### src/rtl/universal_shift_register.sv
// N-bit universal shift register: parallel load, clear, logical/arithmetic shift and rotate,
// with multi-step commands that apply one step per clock under a busy/done handshake.
module universal_shift_register #(
  parameter  int N  = 8,
  localparam int AW = $clog2(N + 1)
) (
  input  logic          clk,
  input  logic          reset,
  input  logic          start,
  input  logic [2:0]    mode,
  input  logic [AW-1:0] amt,
  input  logic [N-1:0]  D,
  input  logic          SI_R,
  input  logic          SI_L,
  output logic [N-1:0]  Q,
  output logic          SO_R,
  output logic          SO_L,
  output logic          busy,
  output logic          done
);

  typedef enum logic {
    ST_IDLE = 1'b0,
    ST_RUN  = 1'b1
  } state_t;

  localparam logic [2:0] M_NOP  = 3'b000;
  localparam logic [2:0] M_SHR  = 3'b001;
  localparam logic [2:0] M_SHL  = 3'b010;
  localparam logic [2:0] M_LOAD = 3'b011;
  localparam logic [2:0] M_ROR  = 3'b100;
  localparam logic [2:0] M_ROL  = 3'b101;
  localparam logic [2:0] M_ASR  = 3'b110;
  localparam logic [2:0] M_CLR  = 3'b111;

  localparam logic [AW-1:0] N_AMT   = AW'(N);
  localparam logic [AW-1:0] ONE_AMT = AW'(1);

  state_t        r_state;
  logic [N-1:0]  r_q;
  logic [AW-1:0] r_rem;
  logic [2:0]    r_mode;
  logic          r_busy;
  logic          r_done;

  state_t        w_state_nxt;
  logic [N-1:0]  w_q_nxt;
  logic [AW-1:0] w_rem_nxt;
  logic [2:0]    w_mode_nxt;
  logic          w_done_nxt;
  logic [AW-1:0] w_amt_eff;

  // One single-bit step of a shift/rotate mode; non-stepping modes leave q untouched.
  function automatic logic [N-1:0] f_step(input logic [2:0] m, input logic [N-1:0] q,
                                          input logic si_r, input logic si_l);
    logic [N-1:0] res;
    case (m)
      M_SHR:   res = {si_r, q[N-1:1]};
      M_SHL:   res = {q[N-2:0], si_l};
      M_ROR:   res = {q[0], q[N-1:1]};
      M_ROL:   res = {q[N-2:0], q[N-1]};
      M_ASR:   res = {q[N-1], q[N-1:1]};
      default: res = q;
    endcase
    return res;
  endfunction

  assign w_amt_eff = (amt > N_AMT) ? N_AMT : amt;

  // Next-state, datapath and completion logic.
  always_comb begin
    w_state_nxt = r_state;
    w_q_nxt     = r_q;
    w_rem_nxt   = r_rem;
    w_mode_nxt  = r_mode;
    w_done_nxt  = 1'b0;
    case (r_state)
      ST_IDLE: begin
        if (start) begin
          w_mode_nxt = mode;
          case (mode)
            M_NOP:  w_done_nxt = 1'b1;
            M_LOAD: begin
              w_q_nxt    = D;
              w_done_nxt = 1'b1;
            end
            M_CLR: begin
              w_q_nxt    = {N{1'b0}};
              w_done_nxt = 1'b1;
            end
            default: begin
              if (w_amt_eff == {AW{1'b0}}) begin
                w_rem_nxt  = {AW{1'b0}};
                w_done_nxt = 1'b1;
              end else begin
                // First step lands on the accepting edge itself.
                w_q_nxt   = f_step(mode, r_q, SI_R, SI_L);
                w_rem_nxt = w_amt_eff - ONE_AMT;
                if (w_amt_eff == ONE_AMT) begin
                  w_done_nxt = 1'b1;
                end else begin
                  w_state_nxt = ST_RUN;
                end
              end
            end
          endcase
        end else begin
          w_state_nxt = ST_IDLE;
        end
      end
      ST_RUN: begin
        w_q_nxt   = f_step(r_mode, r_q, SI_R, SI_L);
        w_rem_nxt = r_rem - ONE_AMT;
        if (r_rem == ONE_AMT) begin
          w_state_nxt = ST_IDLE;
          w_done_nxt  = 1'b1;
        end else begin
          w_state_nxt = ST_RUN;
        end
      end
      default: w_state_nxt = ST_IDLE;
    endcase
  end

  // State and output registers; reset aborts any command without a done pulse.
  always_ff @(posedge clk) begin
    if (reset) begin
      r_state <= ST_IDLE;
      r_q     <= {N{1'b0}};
      r_rem   <= {AW{1'b0}};
      r_mode  <= M_NOP;
      r_busy  <= 1'b0;
      r_done  <= 1'b0;
    end else begin
      r_state <= w_state_nxt;
      r_q     <= w_q_nxt;
      r_rem   <= w_rem_nxt;
      r_mode  <= w_mode_nxt;
      r_busy  <= (w_state_nxt == ST_RUN);
      r_done  <= w_done_nxt;
    end
  end

  assign Q    = r_q;
  assign SO_R = r_q[0];
  assign SO_L = r_q[N-1];
  assign busy = r_busy;
  assign done = r_done;

endmodule

### config.mk
export PLATFORM = sky130hd
export DESIGN_NAME = universal_shift_register
export DESIGN_NICKNAME = d
export VERILOG_FILES = /design/src/rtl/universal_shift_register.sv
export SDC_FILE = /design/constraint.sdc
export NUM_CORES = 1
export LEC_CHECK = 0
export BUFFER_PORTS_ARGS = -buffer_cell sky130_fd_sc_hd__buf_2
export CELL_PAD_IN_SITES_DETAIL_PLACEMENT = 1
export CELL_PAD_IN_SITES_GLOBAL_PLACEMENT = 2
export CORE_MARGIN = 3
export CORE_UTILIZATION = 31
export CTS_CLUSTER_DIAMETER = 80
export DETAILED_ROUTE_END_ITERATION = 10
export PLACE_DENSITY = 0.81
export SLEW_MARGIN = 20
export SYNTH_ARGS = -nofsm -noshare
export SYNTH_HDL_FRONTEND = slang
export SYNTH_SLANG_ARGS = --single-unit
export TNS_END_PERCENT = 10
### constraint.sdc
create_clock -name clk -period 2.17 [get_ports clk]
set_input_delay 0.434 -clock clk [delete_from_list [all_inputs] [get_ports clk]]
set_output_delay 0.434 -clock clk [all_outputs]
set_load 0.005 [all_outputs]
==> results.py <==
metrics = {
    "grt": {
        "grt_pass1_wl_mm": 7.85,
        "grt_pass1_vias": 1588,
        "grt_max_degree": 22,
        "grt_use_total": 0.183,
        "overflow": 0,
        "antenna_found_initial": 0,
    },
    "die": {
        "start_util": 0.336,
        "die_h_um": 73.4,
        "rows": 23,
        "fp.dieW_um": 73.4,
        "die_area_um2": 5390,
        "io_pins": 32,
        "core_um2": 4200,
    },
    "power": {
        "switching_share": 0.351,
        "seq_power_share": 0.429,
        "p_sw_uw": 331,
        "intPower_uw": 611,
        "clockPowerShare": 0.264,
        "pwr-share-comb": 0.307,
        "power_density_nw_per_um2": 579,
        "vdd_ir_drop_max_v": 0.000211,
        "p_leak_nw": 0.658,
    },
    "setup_path": {
        "worstPathArrival_ns": 1.91,
        "setup.worst_path.class": "flip-flop to flip-flop",
        "worst_setup_path_start_kind": "flip-flop",
        "max_stage_delay_ns": 0.52,
        "crit_family": "simple AND/OR/NAND/NOR gates",
        "worstSetupEndpointType": "flip-flop",
        "crit_slowest_cell": "dfxtp_1",
        "path_max_fanout": 12,
        "path_buf_inv": 0,
        "worstPathRequired_ns": 2.32,
        "path_cells": "and3b_1 -> or4_1 -> o31a_1 -> a32o_1",
    },
    "synth": {
        "synth_top_family_by_area": "compound AO/OA/AOI/OAI gates",
        "syn_area_um2": 1410,
        "yosys.area.top_type": "dfxtp_1",
        "ys_types": 45,
        "synthAdderAreaFrac": 0.0177,
        "async_flop_share": 0,
        "synth_mux_area_frac": 0.119,
        "synthCells": 177,
        "synth_compound_area_frac": 0.297,
        "seq_area_frac_synth": 0.241,
        "synthTopCellsByArea": "dfxtp_1 (24%), mux2i_1 (7.1%), a32o_1 (5.0%)",
        "syn-num-nets": 199,
        "synth_edf_count": 0,
        "ys_warn_count": 0,
        "synthSimpleGateAreaFrac": 0.244,
        "synth-seq-cells": 17,
        "synth_xor_area_frac": 0.00621,
        "synth_top_area_share": 0.241,
        "post_synth.cell_area_avg_um2": 7.97,
        "synth_flop_cell": "dfxtp_1",
    },
    "clocking": {
        "ctsResizeCount": 0,
        "cts-hold-fix-buffers": 0,
        "h-tree-depth": 1,
        "post-cts-setup-buffers": 0,
        "cts_tree": "built",
        "cts_root_buffer": "clkbuf_8",
        "cts.clk_slew.worst_paths_ns": 0.07,
        "cts_buffers": 3,
        "clockBufferDepth": 2,
        "clkLatencyLatePin_ns": 0.26,
        "cts_sinks": 17,
    },
    "detailed_routing": {
        "drtPass1Iterations": 4,
        "drcViolationCount": 0,
        "drtIter0Drc": 82,
        "finalWirelength_mm": 4.66,
        "ant_nets": 0,
        "wl_per_cell_um": 18.7,
        "vias_per_cell": 5.96,
        "vias": 1491,
    },
    "place": {
        "gp_congestion": 0.878,
        "io_buffers": 31,
        "placed_cells": 246,
        "hpwl_mm": 3.53,
    },
    "finish": {
        "finalNonFillerCells": 250,
        "antennaDiodeCount": 0,
        "regArea_um2": 340,
        "drive_gt1_frac": 0.250,
        "nets": 223,
        "multi_input_area_um2": 965,
        "syn2layout_area_growth_pct": 15.4,
        "fillCellCount": 532,
    },
    "sta": {
        "worstMarginPinSlew_ns": 0.479,
        "relSlewSlack": 0.676,
        "min_period_over_period": 0.811,
        "drv_slew": 0,
        "fin_crit_ns": 1.76,
        "rsz0062_at_grt": "no",
        "max_freq_mhz": 568,
        "hold_viol": 0,
        "skew_ns": 0.00556,
        "tns_ns": 0,
        "setup_viol": 0,
    },
    "status": {
        "status": "finished clean",
    },
    "hold_path": {
        "min_path_type": "input port to flip-flop",
    },
    "job": {
        "drv_cap": 0,
    },
}
cell usage in the layout, fill, tap and decap left out, drive strengths merged, types with 5 or more instances in the layout:
| master | n |
|---|---|
| a221oi | 6 |
| a211oi | 8 |
| nor2 | 12 |
| dfxtp | 17 |
| mux2 | 6 |
| a32o | 7 |
| o21ai | 13 |
| nand3 | 14 |
| a21oi | 5 |
| mux2i | 10 |
| nor2b | 7 |
| inv | 6 |
| or3 | 5 |
| buf | 36 |
Yosys cell counts, types with 2 or more instances:
cell type,instances
a211o_1,2
a211oi_1,8
a21oi_1,5
a221oi_1,6
a31oi_1,4
a32o_1,7
and3b_1,2
buf_2,9
buf_4,2
clkbuf_1,6
dfxtp_1,17
ha_1,2
inv_1,6
mux2_2,6
mux2i_1,10
nand2_1,4
nand2b_1,2
nand3_1,14
nand3b_1,2
nor2_1,12
nor2b_1,7
nor3_1,4
nor4b_1,2
o21ai_0,13
or3_1,5
power groups by stage:
stage,logic [mW],registers (mW),clock network (mW)
after floorplan,0.208,0.383,0
after global placement,0.281,0.409,0
after detailed placement,0.288,0.410,0
after CTS,0.291,0.403,0.255
after global routing,0.323,0.411,0.268
final,0.289,0.404,0.249
worst paths after layout:
path | slack, ns | cells past startpoint | end | from
setup / recovery | 0.41 | 4 | Q[6] | r_mode[1]
hold / removal | 0.52 | 2 | r_mode[1] | reset
setup reg to reg | 0.41 | 4 | Q[6] | r_mode[1]
hold reg to reg | 0.56 | 2 | r_rem[1] | r_rem[1]
per-stage QoR:
| stage | utilization | power [mW] | setup slack, ns | instance area [µm²] | hold WS [ns] |
|---|---|---|---|---|---|
| finish | 0.387 | 0.942 | 0.410 | 1630 | 0.518 |
| global route | 0.387 | 1.00 | 0.299 | 1630 | 0.536 |
| CTS | 0.387 | 0.949 | 0.412 | 1630 | 0.519 |
| detailed placement | 0.377 | 0.698 | 0.285 | 1580 | 0.533 |
| global placement | 0.377 | 0.690 | 0.312 | 1580 | 0.514 |
| floorplan | - | 0.591 | 0.531 | 1410 | 0.493 |
flip-flops by register name, indices dropped and copies added, names as in the netlist:
signal and cells:
Q 8, busy 1, done 1, r_mode 3, r_rem 4
cell families after synthesis:
logic type / count (synthesis)
xor gates and xnor gates: 1
adders and majority gates: 2
DFF: 17
and+or+nand+nor: 61
muxes: 16
AOI/OAI and AO/OA: 57
buffers and inverters: 23
layout make-up:
class / instances / area share
Tap cell: 50 / 0.0384
Clock buffer: 4 / 0.0277
Timing Repair Buffer: 36 / 0.118
Sequential cell: 17 / 0.209
Multi-Input combinational cell: 137 / 0.593
Inverter: 6 / 0.0138
layer usage:
metal / vias to the layer above / GRT usage / share of wire
met5: - / 0 / 0
met4: 0 / 0.0503 / 0.0094
met3: 6 / 0.0328 / 0.051
met2: 42 / 0.292 / 0.47
met1: 718 / 0.251 / 0.47
li1: 725 / - / -
Power figures use the tool's default switching activity.
